File: config.mk
export PLATFORM = sky130hd
export DESIGN_NAME = regfile_issue_ctrl_flat
export DESIGN_NICKNAME = d
export VERILOG_FILES = /design/src/rtl/regfile_issue_ctrl_if.sv /design/src/rtl/regfile_issue_ctrl.sv /design/src/flat_wrapper.sv
export SDC_FILE = /design/constraint.sdc
export NUM_CORES = 1
export LEC_CHECK = 0
export ABC_AREA = 1
export CAP_MARGIN = 20
export CORE_MARGIN = 2
export CORE_UTILIZATION = 50
export CTS_BUF_LIST = sky130_fd_sc_hd__clkbuf_2 sky130_fd_sc_hd__clkbuf_4 sky130_fd_sc_hd__clkbuf_8
export DETAILED_ROUTE_END_ITERATION = 8
export GPL_TIMING_DRIVEN = 0
export MAX_ROUTING_LAYER = met4
export PLACE_DENSITY = 0.81
export SLEW_MARGIN = 30
export SYNTH_ARGS = -nofsm -noshare
export SYNTH_HDL_FRONTEND = slang
export SYNTH_SLANG_ARGS = --single-unit
File: constraint.sdc
create_clock -name clk_i -period 2.4 [get_ports clk_i]
set_input_delay 0.36 -clock clk_i [delete_from_list [all_inputs] [get_ports clk_i]]
set_output_delay 0.36 -clock clk_i [all_outputs]
set_load 0.02 [all_outputs]
File: src/rtl/regfile_issue_ctrl_if.sv
// Decode, register-file, writeback and execute signals of the issue controller.
// Signal suffixes are from the controller's point of view.
interface regfile_issue_ctrl_if #(
  parameter int DataWidth = 32,
  parameter int AddrWidth = 5
);
  logic                 dec_valid_i;
  logic                 dec_ready_o;
  logic [AddrWidth-1:0] dec_rs1_addr_i;
  logic                 dec_rs1_used_i;
  logic [AddrWidth-1:0] dec_rs2_addr_i;
  logic                 dec_rs2_used_i;
  logic [AddrWidth-1:0] dec_rd_addr_i;
  logic                 dec_rd_used_i;

  logic                 rf_rs1_valid_o;
  logic [AddrWidth-1:0] rf_rs1_addr_o;
  logic [DataWidth-1:0] rf_rs1_data_i;
  logic                 rf_rs2_valid_o;
  logic [AddrWidth-1:0] rf_rs2_addr_o;
  logic [DataWidth-1:0] rf_rs2_data_i;
  logic                 rf_wr_valid_o;
  logic [AddrWidth-1:0] rf_wr_addr_o;
  logic [DataWidth-1:0] rf_wr_data_o;

  logic                 wb_valid_i;
  logic [AddrWidth-1:0] wb_addr_i;
  logic [DataWidth-1:0] wb_data_i;

  logic                 ex_valid_o;
  logic                 ex_ready_i;
  logic [DataWidth-1:0] ex_rs1_data_o;
  logic [DataWidth-1:0] ex_rs2_data_o;
  logic [AddrWidth-1:0] ex_rd_addr_o;
  logic                 ex_rd_used_o;
  logic                 busy_o;

  modport slave (
    input  dec_valid_i, dec_rs1_addr_i, dec_rs1_used_i, dec_rs2_addr_i,
           dec_rs2_used_i, dec_rd_addr_i, dec_rd_used_i,
           rf_rs1_data_i, rf_rs2_data_i, wb_valid_i, wb_addr_i, wb_data_i,
           ex_ready_i,
    output dec_ready_o, rf_rs1_valid_o, rf_rs1_addr_o, rf_rs2_valid_o,
           rf_rs2_addr_o, rf_wr_valid_o, rf_wr_addr_o, rf_wr_data_o,
           ex_valid_o, ex_rs1_data_o, ex_rs2_data_o, ex_rd_addr_o,
           ex_rd_used_o, busy_o
  );

  modport master (
    output dec_valid_i, dec_rs1_addr_i, dec_rs1_used_i, dec_rs2_addr_i,
           dec_rs2_used_i, dec_rd_addr_i, dec_rd_used_i,
           rf_rs1_data_i, rf_rs2_data_i, wb_valid_i, wb_addr_i, wb_data_i,
           ex_ready_i,
    input  dec_ready_o, rf_rs1_valid_o, rf_rs1_addr_o, rf_rs2_valid_o,
           rf_rs2_addr_o, rf_wr_valid_o, rf_wr_addr_o, rf_wr_data_o,
           ex_valid_o, ex_rs1_data_o, ex_rs2_data_o, ex_rd_addr_o,
           ex_rd_used_o, busy_o
  );
endinterface

File: src/rtl/regfile_issue_ctrl.sv
// Operand fetch/issue controller: scoreboarded hazard check, 1-cycle RF read,
// writeback bypass and a skid hold stage toward execute.
module regfile_issue_ctrl #(
  parameter  int DataWidth  = 32,
  parameter  int NumEntries = 32,
  localparam int AddrWidth  = $clog2(NumEntries)
) (
  input logic               clk_i,
  input logic               reset_i,
  regfile_issue_ctrl_if.slave bus
);
  localparam logic [1:0] IDLE = 2'd0;
  localparam logic [1:0] RESP = 2'd1;
  localparam logic [1:0] HOLD = 2'd2;

  logic [1:0]            state_q, state_d;
  logic [NumEntries-1:0] pending_q, pending_d;
  logic [NumEntries-1:0] wb_clr;
  logic [NumEntries-1:0] live_pending;
  logic                  rs1_live_q, rs1_live_d, rs2_live_q, rs2_live_d;
  logic                  byp1_q, byp1_d, byp2_q, byp2_d;
  logic [DataWidth-1:0]  byp_data_q, byp_data_d;
  logic [AddrWidth-1:0]  rd_addr_q, rd_addr_d;
  logic                  rd_used_q, rd_used_d;
  logic [DataWidth-1:0]  hold1_q, hold1_d, hold2_q, hold2_d;
  logic [DataWidth-1:0]  resp1, resp2;
  logic                  hazard, accept;

  // A writeback landing this cycle already resolves the hazard on its register.
  for (genvar gi = 0; gi < NumEntries; gi++) begin : g_wb_clr
    assign wb_clr[gi] = bus.wb_valid_i && (bus.wb_addr_i == AddrWidth'(gi));
  end
  assign live_pending = pending_q & ~wb_clr;

  assign hazard = (bus.dec_rs1_used_i && live_pending[bus.dec_rs1_addr_i]) ||
                  (bus.dec_rs2_used_i && live_pending[bus.dec_rs2_addr_i]) ||
                  (bus.dec_rd_used_i  && live_pending[bus.dec_rd_addr_i]);
  assign accept = !reset_i && (state_q == IDLE) && bus.dec_valid_i && !hazard;

  assign bus.dec_ready_o    = !reset_i && (state_q == IDLE) && !hazard;
  assign bus.rf_rs1_valid_o = accept && bus.dec_rs1_used_i;
  assign bus.rf_rs1_addr_o  = bus.dec_rs1_addr_i;
  assign bus.rf_rs2_valid_o = accept && bus.dec_rs2_used_i;
  assign bus.rf_rs2_addr_o  = bus.dec_rs2_addr_i;
  assign bus.rf_wr_valid_o  = !reset_i && bus.wb_valid_i && (bus.wb_addr_i != '0);
  assign bus.rf_wr_addr_o   = bus.wb_addr_i;
  assign bus.rf_wr_data_o   = bus.wb_data_i;

  assign resp1 = !rs1_live_q ? '0 : (byp1_q ? byp_data_q : bus.rf_rs1_data_i);
  assign resp2 = !rs2_live_q ? '0 : (byp2_q ? byp_data_q : bus.rf_rs2_data_i);

  assign bus.ex_valid_o    = !reset_i && (state_q != IDLE);
  assign bus.ex_rs1_data_o = (state_q == HOLD) ? hold1_q : resp1;
  assign bus.ex_rs2_data_o = (state_q == HOLD) ? hold2_q : resp2;
  assign bus.ex_rd_addr_o  = rd_addr_q;
  assign bus.ex_rd_used_o  = rd_used_q;
  assign bus.busy_o        = |pending_q;

  always_comb begin
    state_d    = state_q;
    pending_d  = pending_q & ~wb_clr;
    rs1_live_d = rs1_live_q;
    rs2_live_d = rs2_live_q;
    byp1_d     = byp1_q;
    byp2_d     = byp2_q;
    byp_data_d = byp_data_q;
    rd_addr_d  = rd_addr_q;
    rd_used_d  = rd_used_q;
    hold1_d    = hold1_q;
    hold2_d    = hold2_q;
    case (state_q)
      IDLE: begin
        if (accept) begin
          // Setting after the writeback clear lets a new claim win at the same index.
          if (bus.dec_rd_used_i && (bus.dec_rd_addr_i != '0))
            pending_d[bus.dec_rd_addr_i] = 1'b1;
          rs1_live_d = bus.dec_rs1_used_i && (bus.dec_rs1_addr_i != '0);
          rs2_live_d = bus.dec_rs2_used_i && (bus.dec_rs2_addr_i != '0);
          byp1_d     = bus.wb_valid_i && (bus.wb_addr_i == bus.dec_rs1_addr_i) &&
                       (bus.dec_rs1_addr_i != '0);
          byp2_d     = bus.wb_valid_i && (bus.wb_addr_i == bus.dec_rs2_addr_i) &&
                       (bus.dec_rs2_addr_i != '0);
          byp_data_d = bus.wb_data_i;
          rd_addr_d  = bus.dec_rd_addr_i;
          rd_used_d  = bus.dec_rd_used_i;
          state_d    = RESP;
        end
      end
      RESP: begin
        if (bus.ex_ready_i) begin
          state_d = IDLE;
        end else begin
          hold1_d = resp1;
          hold2_d = resp2;
          state_d = HOLD;
        end
      end
      HOLD: begin
        if (bus.ex_ready_i) state_d = IDLE;
      end
      default: state_d = IDLE;
    endcase
  end

  always_ff @(posedge clk_i) begin
    if (reset_i) begin
      state_q    <= IDLE;
      pending_q  <= '0;
      rs1_live_q <= 1'b0;
      rs2_live_q <= 1'b0;
      byp1_q     <= 1'b0;
      byp2_q     <= 1'b0;
      byp_data_q <= '0;
      rd_addr_q  <= '0;
      rd_used_q  <= 1'b0;
      hold1_q    <= '0;
      hold2_q    <= '0;
    end else begin
      state_q    <= state_d;
      pending_q  <= pending_d;
      rs1_live_q <= rs1_live_d;
      rs2_live_q <= rs2_live_d;
      byp1_q     <= byp1_d;
      byp2_q     <= byp2_d;
      byp_data_q <= byp_data_d;
      rd_addr_q  <= rd_addr_d;
      rd_used_q  <= rd_used_d;
      hold1_q    <= hold1_d;
      hold2_q    <= hold2_d;
    end
  end
endmodule
File: src/flat_wrapper.sv
// flat-port wrapper written by rule: the top's interface ports become plain ports
module regfile_issue_ctrl_flat 
#(
  parameter  int DataWidth  = 32,
  parameter  int NumEntries = 32,
  localparam int AddrWidth  = $clog2(NumEntries)
)
  (clk_i, reset_i, bus_dec_valid_i, bus_dec_rs1_addr_i, bus_dec_rs1_used_i, bus_dec_rs2_addr_i, bus_dec_rs2_used_i, bus_dec_rd_addr_i, bus_dec_rd_used_i, bus_rf_rs1_data_i, bus_rf_rs2_data_i, bus_wb_valid_i, bus_wb_addr_i, bus_wb_data_i, bus_ex_ready_i, bus_dec_ready_o, bus_rf_rs1_valid_o, bus_rf_rs1_addr_o, bus_rf_rs2_valid_o, bus_rf_rs2_addr_o, bus_rf_wr_valid_o, bus_rf_wr_addr_o, bus_rf_wr_data_o, bus_ex_valid_o, bus_ex_rs1_data_o, bus_ex_rs2_data_o, bus_ex_rd_addr_o, bus_ex_rd_used_o, bus_busy_o);
  regfile_issue_ctrl_if #(.DataWidth(DataWidth)) bus_i ();
  input logic clk_i;
  input logic reset_i;
  input wire logic [$bits(bus_i.dec_valid_i)-1:0] bus_dec_valid_i;
  input wire logic [$bits(bus_i.dec_rs1_addr_i)-1:0] bus_dec_rs1_addr_i;
  input wire logic [$bits(bus_i.dec_rs1_used_i)-1:0] bus_dec_rs1_used_i;
  input wire logic [$bits(bus_i.dec_rs2_addr_i)-1:0] bus_dec_rs2_addr_i;
  input wire logic [$bits(bus_i.dec_rs2_used_i)-1:0] bus_dec_rs2_used_i;
  input wire logic [$bits(bus_i.dec_rd_addr_i)-1:0] bus_dec_rd_addr_i;
  input wire logic [$bits(bus_i.dec_rd_used_i)-1:0] bus_dec_rd_used_i;
  input wire logic [$bits(bus_i.rf_rs1_data_i)-1:0] bus_rf_rs1_data_i;
  input wire logic [$bits(bus_i.rf_rs2_data_i)-1:0] bus_rf_rs2_data_i;
  input wire logic [$bits(bus_i.wb_valid_i)-1:0] bus_wb_valid_i;
  input wire logic [$bits(bus_i.wb_addr_i)-1:0] bus_wb_addr_i;
  input wire logic [$bits(bus_i.wb_data_i)-1:0] bus_wb_data_i;
  input wire logic [$bits(bus_i.ex_ready_i)-1:0] bus_ex_ready_i;
  output wire logic [$bits(bus_i.dec_ready_o)-1:0] bus_dec_ready_o;
  output wire logic [$bits(bus_i.rf_rs1_valid_o)-1:0] bus_rf_rs1_valid_o;
  output wire logic [$bits(bus_i.rf_rs1_addr_o)-1:0] bus_rf_rs1_addr_o;
  output wire logic [$bits(bus_i.rf_rs2_valid_o)-1:0] bus_rf_rs2_valid_o;
  output wire logic [$bits(bus_i.rf_rs2_addr_o)-1:0] bus_rf_rs2_addr_o;
  output wire logic [$bits(bus_i.rf_wr_valid_o)-1:0] bus_rf_wr_valid_o;
  output wire logic [$bits(bus_i.rf_wr_addr_o)-1:0] bus_rf_wr_addr_o;
  output wire logic [$bits(bus_i.rf_wr_data_o)-1:0] bus_rf_wr_data_o;
  output wire logic [$bits(bus_i.ex_valid_o)-1:0] bus_ex_valid_o;
  output wire logic [$bits(bus_i.ex_rs1_data_o)-1:0] bus_ex_rs1_data_o;
  output wire logic [$bits(bus_i.ex_rs2_data_o)-1:0] bus_ex_rs2_data_o;
  output wire logic [$bits(bus_i.ex_rd_addr_o)-1:0] bus_ex_rd_addr_o;
  output wire logic [$bits(bus_i.ex_rd_used_o)-1:0] bus_ex_rd_used_o;
  output wire logic [$bits(bus_i.busy_o)-1:0] bus_busy_o;
  assign bus_i.dec_valid_i = bus_dec_valid_i;
  assign bus_i.dec_rs1_addr_i = bus_dec_rs1_addr_i;
  assign bus_i.dec_rs1_used_i = bus_dec_rs1_used_i;
  assign bus_i.dec_rs2_addr_i = bus_dec_rs2_addr_i;
  assign bus_i.dec_rs2_used_i = bus_dec_rs2_used_i;
  assign bus_i.dec_rd_addr_i = bus_dec_rd_addr_i;
  assign bus_i.dec_rd_used_i = bus_dec_rd_used_i;
  assign bus_i.rf_rs1_data_i = bus_rf_rs1_data_i;
  assign bus_i.rf_rs2_data_i = bus_rf_rs2_data_i;
  assign bus_i.wb_valid_i = bus_wb_valid_i;
  assign bus_i.wb_addr_i = bus_wb_addr_i;
  assign bus_i.wb_data_i = bus_wb_data_i;
  assign bus_i.ex_ready_i = bus_ex_ready_i;
  assign bus_dec_ready_o = bus_i.dec_ready_o;
  assign bus_rf_rs1_valid_o = bus_i.rf_rs1_valid_o;
  assign bus_rf_rs1_addr_o = bus_i.rf_rs1_addr_o;
  assign bus_rf_rs2_valid_o = bus_i.rf_rs2_valid_o;
  assign bus_rf_rs2_addr_o = bus_i.rf_rs2_addr_o;
  assign bus_rf_wr_valid_o = bus_i.rf_wr_valid_o;
  assign bus_rf_wr_addr_o = bus_i.rf_wr_addr_o;
  assign bus_rf_wr_data_o = bus_i.rf_wr_data_o;
  assign bus_ex_valid_o = bus_i.ex_valid_o;
  assign bus_ex_rs1_data_o = bus_i.ex_rs1_data_o;
  assign bus_ex_rs2_data_o = bus_i.ex_rs2_data_o;
  assign bus_ex_rd_addr_o = bus_i.ex_rd_addr_o;
  assign bus_ex_rd_used_o = bus_i.ex_rd_used_o;
  assign bus_busy_o = bus_i.busy_o;
  regfile_issue_ctrl #(.DataWidth(DataWidth), .NumEntries(NumEntries)) u_core (.clk_i(clk_i), .reset_i(reset_i), .bus(bus_i));
endmodule
==> results of run 1 <==
-- worst register-to-register path, cell delays in order (launching register included) --
cell and delay, ns:
dfxtp_1 0.38, nand2_2 0.08, buf_4 0.13, nand2_1 0.04, o21ai_0 0.07, o21ai_1 0.17, nand2_1 0.09, nor2_2 0.17
nand3_4 0.14, nand4_4 0.14, buf_4 0.13, buf_4 0.13, clkbuf_1 0.29, o21ai_0 0.14, nor2_1 0.11
-- synth_stat cells, types with 10 or more instances --
library cell  instances
nand2_1             276
a21oi_1             102
buf_4                50
clkbuf_1             59
nand3_1             137
inv_1                80
buf_2                10
buf_1                11
o21ai_1              15
nor2_1              146
dfxtp_1             140
o211ai_1             64
o21ai_0             166
-- cells by family after synthesis --
group,count (synthesis),share of synthesized area [%]
buffers and inverters,228,13.1
and+or+nand+nor,593,29.8
AOI/OAI and AO/OA,361,23.8
xor gates and xnor gates,1,0.104
DFF,140,33.2
-- routing by layer --
metal / share of wire [%] / vias to the layer above
met2: 45 / 731
met5: 0 / -
met1: 40 / 4968
li1: - / 5021
met3: 11 / 109
met4: 4.2 / 0
-- final timing paths --
kind / to / slack [ns] / depth (start not counted)
hold reg to reg: u_core.bus.ex_rd_addr_o[2] / 0.49 / 2
setup reg to reg: u_core.byp_data_q[5] / 0.12 / 14
hold / removal: u_core.bus.ex_rd_addr_o[0] / 0.38 / 3
setup / recovery: bus_rf_rs1_valid_o / -0.18 / 11
-- repair_timing --
item                                    4_1_cts  5_1_grt
hold buffers                                  0        0
buffers inserted                             24        7
gates cloned                                  6        0
pin swaps                                    30       25
gates resized for setup                     387      118
endpoints found under the setup margin      144       86
-- cells in the final DEF (no fill, tap or decap), types with 18 or more instances in the layout --
cell type        instances
buf_2                   20
clkbuf_1                28
o211ai_1                64
buf_4                   82
clkbuf_8                23
nand3_1                125
dfxtp_1                133
a21oi_1                102
nand2_1                240
buf_6                   18
inv_1                   75
nor2_1                 123
clkbuf_2                29
nand2_2                 31
dlygate4sd2_1           25
nor2_4                  21
clkdlybuf4s50_1        159
o21ai_1                 23
o21ai_0                156
-- stage by stage --
stage | power, uW | std cells | setup slack [ns] | hold slack, ns
after floorplan | 3230 | 1323 | -0.0601 | 0.433
after global placement | 3830 | 1785 | -1.67 | 0.462
after detailed placement | 3850 | 1785 | -1.68 | 0.474
after CTS | 5900 | 1845 | -0.117 | 0.368
after global routing | 6180 | 1852 | -0.241 | 0.388
final | 5980 | 1852 | -0.181 | 0.376
-- layout make-up --
cell class / instances / share of cell area, %
multi-input combinational: 959 / 40.6
sequential: 140 / 22.8
timing repair buffer: 274 / 20.7
buffer: 134 / 7.30
inverter: 91 / 2.96
clock buffer: 20 / 2.23
tap: 220 / 2.23
clock inverter: 12 / 1.12
antenna: 2 / 0.0406
-- flip-flops by register name (all words and copies together), names as in the netlist --
signal                   count
u_core.byp1_q                1
u_core.byp2_q                1
u_core.byp_data_q           32
u_core.rs2_live_q            1
u_core.bus.ex_rd_used_o      1
u_core.rs1_live_q            1
u_core.hold2_q              32
u_core.hold1_q              32
u_core.bus.ex_rd_addr_o      5
u_core.pending_q            32
u_core.state_q               2
-- power by group through the flow --
| stage | sequential, uW | combinational [uW] | clock [uW] |
|---|---|---|---|
| CTS | 2460 | 1430 | 2010 |
| global placement | 2510 | 1320 | 0 |
| finish | 2470 | 1490 | 2030 |
| global route | 2480 | 1590 | 2120 |
| detailed placement | 2510 | 1340 | 0 |
| floorplan | 2510 | 715 | 0 |
==> results.ini, run 1 <==
[finish]
area_growth_pct=46.2
final_cell_area_sq_um=12300
multiInputGateArea_sq_um=5010
drive_gt1_share_pct=20.7
utilization_pct=74.7
final-seq-area_sq_um=2810
nNetsFinal=1741
num-fill-cells=1381

[global_route]
grt_busiest_layer=met2
grt_pass1_wl_mm=54.6
grtUsageMet2_pct=61.6
grt_max_degree=17
antenna_found_initial=2
overflow=0
use_met3_pct=7.22
grt.total_usage_pct=40.0
met1_usage_pct=52.0
grt_pass1_vias=9915

[sta]
fin_crit_ns=2.58
slew_violations=0
tightest_slew_ns=0.563
hold_viol=0
max_slew_margin_pct=62.4
fmax_ghz=0.387
rsz0062_at_grt=yes
finalWorstSetupSlack_ns=-0.181
setup_viol_count_final=4
fin_skew_ns=0.0146
timing.final.crit_share_pct=108
fin_tns_setup_ns=-0.538

[critical_path]
startpoint_type=input pin
max_stage_delay_ns=0.44
crit_chain=clkdlybuf4s15_1, inv_1, nor3_2, nand2_1, nand2_1, nor2_2, nand3_4, nand4_4, buf_8, nor2_4, buf_6
crit_type=input pin to primary output
crit_required_ns=2.04
startpoint=bus_dec_rd_addr_i[4]
crit_arrival_ns=2.22
path_buf_inv=4
cpMaxStageDelayCell=clkdlybuf4s15_1
cp_max_fo=5
crit_top_cell=nand2_1
crit_path_end_kind=primary output
cpLargestDelayFamily=simple AND/OR/NAND/NOR gates
reg2reg_from=u_core.pending_q[13]

[status]
status=finished, violations left
violations=negative setup slack

[clock_tree]
cts_tree=built
clk_latency_ns=0.47
h-tree-depth=4
cts_root_buf=clkbuf_8
clockBufferDepth=2
path_clk_slew_ns=0.08
cts.sinks=140
cts_buffers=17

[placement]
dpl.hpwl_mm=26.7
place_congestion=1.03
port_buffers=242
place_area_sq_um=11100

[power_and_ir_drop]
vdd_drop_max_v=0.000455
pwr-share-comb_pct=24.9
p_clk_share_pct=33.9
p_per_area_nw_per_um2=485
internal_power_uw=4050
p_switching_uw=1930
switching_share_pct=32.3
pwr-share-seq_pct=41.2
p_leak_uw=0.00479

[floorplan]
fp.dieW_microns=134
die_h_microns=134
initial_core_util_pct=51.1
coreArea_sq_um=16500
die_area_sq_um=17900
io_pins=247
rows=47

[yosys]
ys_types=34
syn-num-nets=1447
synth.top_cell.area_share_pct=33.2
yosys_warnings=0
syn_area_sq_um=8440
synthCells=1323
synthArstFlopShare_pct=0
ys.flop_type=dfxtp_1
ys_seq_area_share_pct=33.2
avgSynthCellArea_sq_um=6.38
synthTopCellsByArea=dfxtp_1 (33%), nand2_1 (12%), o21ai_0 (9.8%), nand3_1 (8.1%), nor2_1 (6.5%)
synth-edff-count=0
synth-seq-cells=140
yosys.area.top_type=dfxtp_1

[worst_hold_path]
hold_path_class=input pin to flip-flop
hold_start=bus_dec_rd_addr_i[0]

[route]
dr.pass1.iters=6
vias=10800
vias_per_cell=5.85
finalWirelength_mm=35.6
drt_iter0_markers=1328
drc=0
wl_per_cell_microns=19.2
postRouteAntennaNets=0

[run]
drv_cap=0

(Power assumes the default switching activity.)
==> inputs of run 2 (changes only) <==
Settings changed: SLEW_MARGIN 30 to 20.
==> results of run 2 <==
Final layout, timing and power as in run 1 (identical DEF).
